`src/rtl/mips_pkg.sv`:
```
// Shared MIPS pipeline definitions: text segment base, bubble word and the
// next-PC select encoding used by the fetch, control and hazard units.
package mips_pkg;

    localparam int          DATA_WIDTH = 32;
    localparam logic [31:0] TEXT_BASE  = 32'h0040_0000;
    localparam logic [31:0] NOP_WORD   = 32'h0000_0000;

    typedef enum logic [1:0] {
        SEL_PC4 = 2'd0,
        SEL_BR  = 2'd1,
        SEL_J   = 2'd2,
        SEL_JR  = 2'd3
    } pc_sel_e;

endpackage

```
`src/rtl/instruction_fetch_unit_ifid_register.sv`:
```
// Generic stall/flush pipeline register carrying an instruction word, its
// PC+4 and a valid bit. A bubble request beats a hold request.
module ifid_register
    import mips_pkg::*;
#(
    parameter int          W        = DATA_WIDTH,
    parameter logic [W-1:0] BUBBLE_WORD = NOP_WORD
) (
    input  logic         clk,
    input  logic         reset,
    input  logic         Bubble_i,
    input  logic         Hold_i,
    input  logic [W-1:0] Instruction_i,
    input  logic [W-1:0] PC_Plus_4_i,
    output logic [W-1:0] Instruction_o,
    output logic [W-1:0] PC_Plus_4_o,
    output logic         Valid_o
);

    always_ff @(posedge clk) begin
        if (reset || Bubble_i) begin
            Instruction_o <= BUBBLE_WORD;
            PC_Plus_4_o   <= '0;
            Valid_o       <= 1'b0;
        end else if (!Hold_i) begin
            Instruction_o <= Instruction_i;
            PC_Plus_4_o   <= PC_Plus_4_i;
            Valid_o       <= 1'b1;
        end
    end

endmodule

```
`src/rtl/instruction_fetch_unit.sv`:
```
// MIPS IF stage: program counter, next-PC redirect mux, out-of-window fetch
// fault detection and the IF/ID pipeline register.
module instruction_fetch_unit
    import mips_pkg::*;
#(
    parameter int                    DATA_WIDTH   = mips_pkg::DATA_WIDTH,
    parameter logic [DATA_WIDTH-1:0] TEXT_BASE    = mips_pkg::TEXT_BASE,
    parameter int                    MEMORY_DEPTH = 64,
    parameter logic [DATA_WIDTH-1:0] NOP_WORD     = mips_pkg::NOP_WORD
) (
    input  logic                  clk,
    input  logic                  reset,
    input  logic                  Stall_i,
    input  logic                  Flush_i,
    input  logic                  Branch_Taken_i,
    input  logic [DATA_WIDTH-1:0] Branch_Target_i,
    input  logic                  Jump_i,
    input  logic [25:0]           Jump_Target_i,
    input  logic                  Jump_Register_i,
    input  logic [DATA_WIDTH-1:0] Register_Target_i,
    input  logic [DATA_WIDTH-1:0] Instruction_i,
    output logic [DATA_WIDTH-1:0] PC_o,
    output logic [DATA_WIDTH-1:0] IFID_Instruction_o,
    output logic [DATA_WIDTH-1:0] IFID_PC_Plus_4_o,
    output logic                  IFID_Valid_o,
    output logic                  Fetch_Error_o
);

    // Window end kept in one extra bit so a base near the top of memory cannot wrap.
    localparam logic [DATA_WIDTH:0] WIN_END =
        {1'b0, TEXT_BASE} + (DATA_WIDTH+1)'(4 * MEMORY_DEPTH);

    logic [DATA_WIDTH-1:0] pc_q, pc_d, pc_plus4;
    logic                  err_q, err_d;
    logic                  fault, freeze;
    pc_sel_e               sel;

    assign pc_plus4 = pc_q + DATA_WIDTH'(4);
    assign fault    = (pc_q[1:0] != 2'b00) || (pc_q < TEXT_BASE) ||
                      ({1'b0, pc_q} >= WIN_END);
    // A stalled fetch is not consumed, so its fault is deferred until release.
    assign err_d    = err_q || (fault && !Stall_i);
    assign freeze   = err_d;

    always_comb begin
        sel = SEL_PC4;
        if (Jump_Register_i)     sel = SEL_JR;
        else if (Jump_i)         sel = SEL_J;
        else if (Branch_Taken_i) sel = SEL_BR;
    end

    always_comb begin
        pc_d = pc_q;
        if (!freeze) begin
            unique case (sel)
                SEL_JR:  pc_d = Register_Target_i;
                SEL_J:   pc_d = {pc_plus4[DATA_WIDTH-1:28], Jump_Target_i, 2'b00};
                SEL_BR:  pc_d = Branch_Target_i;
                default: pc_d = Stall_i ? pc_q : pc_plus4;
            endcase
        end
    end

    always_ff @(posedge clk) begin
        if (reset) begin
            pc_q  <= TEXT_BASE;
            err_q <= 1'b0;
        end else begin
            pc_q  <= pc_d;
            err_q <= err_d;
        end
    end

    ifid_register #(
        .W           (DATA_WIDTH),
        .BUBBLE_WORD (NOP_WORD)
    ) u_ifid (
        .clk           (clk),
        .reset         (reset),
        .Bubble_i      (err_q || Flush_i || (fault && !Stall_i)),
        .Hold_i        (Stall_i),
        .Instruction_i (Instruction_i),
        .PC_Plus_4_i   (pc_plus4),
        .Instruction_o (IFID_Instruction_o),
        .PC_Plus_4_o   (IFID_PC_Plus_4_o),
        .Valid_o       (IFID_Valid_o)
    );

    assign PC_o          = pc_q;
    assign Fetch_Error_o = err_q;

endmodule

```
`config.mk`:
```
export PLATFORM = sky130hd
export DESIGN_NAME = instruction_fetch_unit
export DESIGN_NICKNAME = d
export VERILOG_FILES = /design/src/rtl/mips_pkg.sv /design/src/rtl/instruction_fetch_unit_ifid_register.sv /design/src/rtl/instruction_fetch_unit.sv
export SDC_FILE = /design/constraint.sdc
export NUM_CORES = 1
export LEC_CHECK = 0
export ABC_AREA = 1
export CAP_MARGIN = 40
export CORE_UTILIZATION = 39
export DETAILED_ROUTE_END_ITERATION = 10
export PLACE_DENSITY = 0.8
export RECOVER_POWER = 50
export SLEW_MARGIN = 20
export SYNTH_ARGS = -nofsm -noshare
export SYNTH_HDL_FRONTEND = slang
export SYNTH_SLANG_ARGS = --single-unit
```
`constraint.sdc`:
```
create_clock -name clk -period 1.8 [get_ports clk]
set_clock_uncertainty 0.15 [all_clocks]
set_input_delay 0.27 -clock clk [delete_from_list [all_inputs] [get_ports clk]]
set_output_delay 0.27 -clock clk [all_outputs]
set_load 0.01 [all_outputs]
```
==> flow_summary.toml, run 1 <==
[place]
place_congestion = 0.936
numPortBuffers = 226
dpl_worst_slack_ps = -204
place.detailed.hpwl_um = 13500

[synth]
synth_seq_cells = 98
post-synth-top-area-fraction_pct = 37.6
post_synth_inst_count = 829
synth-edff-count = 0
synth_area_mm2 = 0.00522
post-synth-top-area-cell = "dfxtp_1"
synth.net_count = 960
avgSynthCellArea_um2 = 6.29
synth_ff_type = "dfxtp_1"
synth.top_cells.by_area = "dfxtp_1, nand2_1, nor2_1"
yosys_warnings = 0
async_set_or_reset_flop_fraction_in_the_synthesized_netlist_pct = 0
synth.lib_cells_used.distinct = 27
ys_seq_area_share_pct = 37.6
yosysMostFrequentCell = "nand2_1"
ys_top_cells_by_count = "nand2_1, nor2_1, dfxtp_1"

[floorplanning]
fp.dieW_um = 118
die_height_um = 118
placement_rows = 41
fp.coreArea_mm2 = 0.0128
die_area_mm2 = 0.0138
io-pin-count = 227
initial_utilization_pct = 40.7

[power_and_ir_drop]
power.share.clock_pct = 35.5
sequentialPowerShare_pct = 41.1
power.leakage_nw = 3.68
internal-power_mw = 4.06
report.power.total_mw = 5.66
netSwitchingFraction_pct = 28.2
power-per-cell-area_mw_per_mm2 = 673
max-vdd-ir-drop_v = 0.000443
comb_power_share_pct = 23.3
power.switching_mw = 1.59

[setup_path]
rrSetupSlack_ps = 30
crit_required_ps = 1890
crit_arrival_ps = 1860
ff_to_ff_start = "PC_o[0]"
critical_path.reg2reg.endpoint = "PC_o[18]"
endpoint_kind_of_the_worst_setup_timing_path = "flip-flop"
r2r.worst_path.cells = 9
worstSetupStartpointType = "flip-flop"
timing_worst_setup_path_type = "reg -> reg"
cp_max_fo = 28

[cts]
root_buf_cell = "clkbuf_16"
numClockSinks = 98
clk_latency_ps = 350
clock_tree.buffer_depth = 2
cts.reportedPaths.clkPinSlew_ps = 70
cts_tree = "yes"
cts_max_level = 3
clock_buffers_created_by_tritoncts = 9
cts_hold_repair.buffers = 0

[global_routing]
global_route.overflow_total = 0
grt_start_max_net_pins = 43
grt_most_used_layer = "met2"
grt_util_met2_pct = 42.6
met1_track_utilization_from_global_routing_pct = 30.9
antenna_violations_before_repair = 0
grt_pass1_wl_um = 27900
via_count_of_the_first_global_routing_pass = 5715
grt_use_met3_pct = 4.51
grtUsageTotal_pct = 24.9

[routing]
firstDrtPassIters = 5
postRouteWirelength_um = 17300
drtIter0Drc = 454
drcViolationCount = 0
wl_per_cell_um = 13.6
antenna_violating_nets_post_route = 0
viasPerCell = 4.87
via_count = 6165

[sta]
slew_viol_final = 0
setup_repair_after_global_routing_missed_its_margin = "yes"
timing.slew.headroom_pct = 65.8
post-route-min-period_ps = 1770
final_min_period_over_clock_period_pct = 98.4
finalSetupViolations = 0
final-hold-violation-count = 0
timing_worst_slew_pin_value_ps = 513
clock.fmax_ghz = 0.565
postLayoutSetupSlackWorst_ps = 29.1

[worst_hold_path]
hold_path_startpoint = "Stall_i"
worstHoldPathType = "in -> reg"
whs_endpoint = "u_ifid.PC_Plus_4_o[5]"
holdPathStages = 4

[finish]
area_growth_pct = 61.2
antenna_cells_inserted = 0
drive_gt1_share_pct = 14.4
n_fill_cell = 1172
total_nets_final = 1219

[outcome]
run_status = "finished, final reports clean"

[flow_run]
drv.max_cap_violation_count = 0
-- cells by family after synthesis --
group | count (synthesis) | synth area share [%]
buffers and inverters | 91 | 8.01
and+or+nand+nor | 538 | 42.1
adders and majority gates | 2 | 0.480
DFF | 98 | 37.6
xor gates and xnor gates | 15 | 2.52
AOI/OAI and AO/OA | 85 | 9.31
-- flip-flops by register name (all words and copies together) (netlist names) --
name                  cells
u_ifid.PC_Plus_4_o       32
PC_o                     32
u_ifid.Instruction_o     32
Fetch_Error_o             1
u_ifid.Valid_o            1
-- how the worst max path moves through the flow --
stage	startpoint	end	cells past startpoint
2_1_floorplan	PC_o[2]	u_ifid.PC_Plus_4_o[20]	9
3_3_place_gp	Jump_Register_i	PC_o[4]	11
3_5_place_dp	Jump_Register_i	PC_o[18]	10
4_1_cts	PC_o[17]	PC_o[17]	2
5_1_grt	PC_o[27]	PC_o[18]	12
6_report	PC_o[0]	PC_o[18]	9
-- area by class of cell --
type	count	area (um^2)	area share, %
inverters	50	190	2.26
clock buffers	10	239	2.84
well taps	172	215	2.56
multi-input cells	640	2930	34.8
repair buffers	289	2790	33.1
clock inverters	6	71.3	0.848
flip-flops and latches	98	1980	23.5
-- critical path, cell delays in order, from the launching register on --
cell and delay [ps]:
dfxtp_1 320, inv_1 150, nand4_1 140, nor2_2 150, nand2_2 90, nand2_4 150, nand3_4 140, buf_12 200
nor2_1 120, nor2_2 50
-- per-layer routing --
| layer | vias up | routed length (um) |
|---|---|---|
| met5 | - | 0 |
| met4 | 0 | 420 |
| met3 | 28 | 1380 |
| met2 | 265 | 8250 |
| met1 | 2745 | 7210 |
| li1 | 3127 | - |
-- stage by stage --
stage	hold slack (ps)	area (um^2)	TNS (ps)	utilization, %	std cells
detailed placement	305	7930	-4520	61.8	1240
global route	313	8410	-1290	65.6	1265
global placement	301	7930	-3100	61.8	1240
CTS	280	8240	0	64.2	1256
finish	277	8410	0	65.6	1265
floorplan	192	5220	0	-	829
-- power by group through the flow --
stage	Sequential, mW	Clock, mW	Combinational (mW)
after floorplan	2.42	0	0.533
after global placement	2.37	0	1.29
after detailed placement	2.37	0	1.30
after CTS	2.32	2.06	1.29
after global routing	2.34	2.15	1.45
final	2.33	2.01	1.32
-- what timing repair did --
action,in CTS,in global routing
endpoints found under the setup margin,13,106
pin swaps,0,4
gates cloned,0,1
resized for setup,12,61
setup buffers,0,8
-- placed cells by master, fill, tap and decap left out, types with 29 or more instances in the layout --
master,instances
inv_1,32
buf_4,54
nor2_2,29
nor2_1,110
a21oi_1,55
nand3_1,41
clkdlybuf4s50_1,155
dfxtp_1,86
nand2_1,328
dlygate4sd3_1,51
(Power assumes the default switching activity.)
==> inputs of run 2 (changes only) <==
- GPL_TIMING_DRIVEN: unset -> 0
==> flow_summary.toml, run 2 (synthesis results as in run 1) <==
[outcome]
run_status = "complete, but fails checks"
violated_checks = "setup timing"

[power_and_ir_drop]
max-vdd-ir-drop_v = 0.000494
netSwitchingFraction_pct = 30.2
internal-power_mw = 3.97
power.switching_mw = 1.71
report.power.total_mw = 5.68
power.leakage_nw = 3.50
sequentialPowerShare_pct = 41.6
power-per-cell-area_mw_per_mm2 = 659
power.share.clock_pct = 34.1
comb_power_share_pct = 24.2

[setup_path]
r2r.worst_path.cells = 11
endpoint_kind_of_the_worst_setup_timing_path = "flip-flop"
cp_max_fo = 8
rrSetupSlack_ps = -90
critical_path.reg2reg.endpoint = "PC_o[14]"
cp_cell_sequence = "inv_4 > nand2_1 > nor2_1 > nand2_1 > nor2_2 > nand2_2 > nand2_4 > nand3_4 > buf_8 > nor2_1 > nor2_2"
crit_arrival_ps = 1980
crit_required_ps = 1890
slowest_stage_cell_on_the_critical_path = "dfxtp_4"
timing_worst_setup_path_type = "reg -> reg"
worstSetupStartpointType = "flip-flop"
critPathMaxStageDelay_ps = 370
worst_path_depth = 11
ff_to_ff_start = "PC_o[27]"
worst-path-buf-inv = 2
cpLargestDelayFamily = "simple AND/OR/NAND/NOR gates"

[finish]
drive_gt1_share_pct = 18.2
post_route_standard_cell_area_excluding_fillers_mm2 = 0.00861
total_nets_final = 1224
area_growth_pct = 65.1
antenna_cells_inserted = 0
leading_cell_type_in_the_layout_fill_and_taps_excluded = "nand2_1"
mostFrequentLayoutCells = "nand2_1, clkdlybuf4s50_1, nor2_1"

[cts]
clock_buffers_created_by_tritoncts = 9
numClockSinks = 98
root_buf_cell = "clkbuf_16"
clock_tree.buffer_depth = 2
cts_max_level = 3
cts.reportedPaths.clkPinSlew_ps = 70
cts_tree = "yes"
clk_latency_ps = 350

[sta]
postLayoutSetupSlackWorst_ps = -89.8
finalSetupViolations = 39
timing.slew.headroom_pct = 62.1
post-route-min-period_ps = 1890
final_min_period_over_clock_period_pct = 105
timing_worst_slew_pin_value_ps = 566
final-hold-violation-count = 0
slew_viol_final = 0
clock.fmax_ghz = 0.529
setup_repair_after_global_routing_missed_its_margin = "yes"

[floorplanning]
initial_utilization_pct = 40.7
placement_rows = 41
fp.dieW_um = 118
die_area_mm2 = 0.0138
io-pin-count = 227
die_height_um = 118
fp.coreArea_mm2 = 0.0128

[place]
place.detailed.hpwl_um = 14000
numPortBuffers = 225
place_congestion = 0.960
detailed_place.area_mm2 = 0.00768

[routing]
drcViolationCount = 0
wl_per_cell_um = 14.8
firstDrtPassIters = 5
via_count = 6253
met2RoutedLength_um = 9130
wl_met1_um = 7800
drtIter0Drc = 535
routed.top_layer = "met4"
viasPerCell = 4.92
met3RoutedLength_um = 1400
postRouteWirelength_um = 18800
antenna_violating_nets_post_route = 0

[global_routing]
via_count_of_the_first_global_routing_pass = 5610
global_route.overflow_total = 0
grt_start_max_net_pins = 19
grt_pass1_wl_um = 28300
antenna_violations_before_repair = 0
grtUsageTotal_pct = 25.6

[worst_hold_path]
holdPathStages = 5
hold_path_startpoint = "Jump_Register_i"
whs_endpoint = "PC_o[15]"
worstHoldPathType = "in -> reg"

[flow_run]
drv.max_cap_violation_count = 0
[run 2: cell count changes in the layout (fill, tap and decap cells not counted), moves of 8 or more]
cell and delta:
nand2_2 +15, buf_4 -26, clkbuf_1 +8, dfxtp_1 -10
clkdlybuf4s50_1 +63, buf_6 +8, nand2_1 -21, dlygate4sd3_1 -51
dfxtp_4 +9
[run 2: power by group through the flow]
stage	sequential, mW	clock, mW	combinational (mW)
2_1_floorplan	2.42	0	0.533
3_3_place_gp	2.40	0	1.18
3_5_place_dp	2.40	0	1.19
4_1_cts	2.36	1.94	1.21
5_1_grt	2.37	2.05	1.49
6_report	2.36	1.94	1.38
[run 2: stage by stage]
stage	setup TNS [ps]	util (%)	std cells	setup WS (ps)	hold WS [ps]
finish	-1770	67.2	1270	-89.8	293
global route	-7950	67.2	1270	-173	324
CTS	0	63.2	1248	0.0506	309
detailed placement	-34290	59.9	1226	-430	304
global placement	-32330	59.9	1226	-415	299
floorplan	0	-	829	20.4	192
[run 2: area by class of cell]
type / instances / area (um^2)
clock buffer: 10 / 239
timing repair buffer: 252 / 2480
multi-input combinational: 641 / 3110
inverter: 50 / 200
buffer: 41 / 290
fill: 1141 / 4210
clock inverter: 6 / 56.3
sequential: 98 / 2010
tap: 172 / 215
[run 2: worst max path at each step]
stage               slack, ps     start                      to
global placement         -410    Jump_i                PC_o[16]
global route             -170  PC_o[27]                PC_o[24]
detailed placement       -430   Stall_i  u_ifid.PC_Plus_4_o[31]
finish                    -90  PC_o[27]                PC_o[14]
CTS                      0.05   PC_o[1]                 PC_o[1]
floorplan                  20   PC_o[2]  u_ifid.PC_Plus_4_o[20]
[run 2: routing by layer]
layer | vias up | track usage [%]
li1 | 3145 | -
met1 | 2808 | 31.5
met2 | 266 | 44.7
met4 | 0 | 6.89
met5 | - | 0
met3 | 34 | 5.33
[run 2: repair_timing]
item                                    in CTS  in global routing
pin swaps                                    3                 27
setup buffers                                4                 18
hold buffers                                 0                  0
endpoints found under the setup margin      84                107
gates cloned                                 2                  4
resized for setup                           30                139
[run 2: worst min-delay path: stages]
cell and delay, ps:
buf_6 130, a22o_1 140, nand3b_1 90, nor2_1 40, nor2_1 70
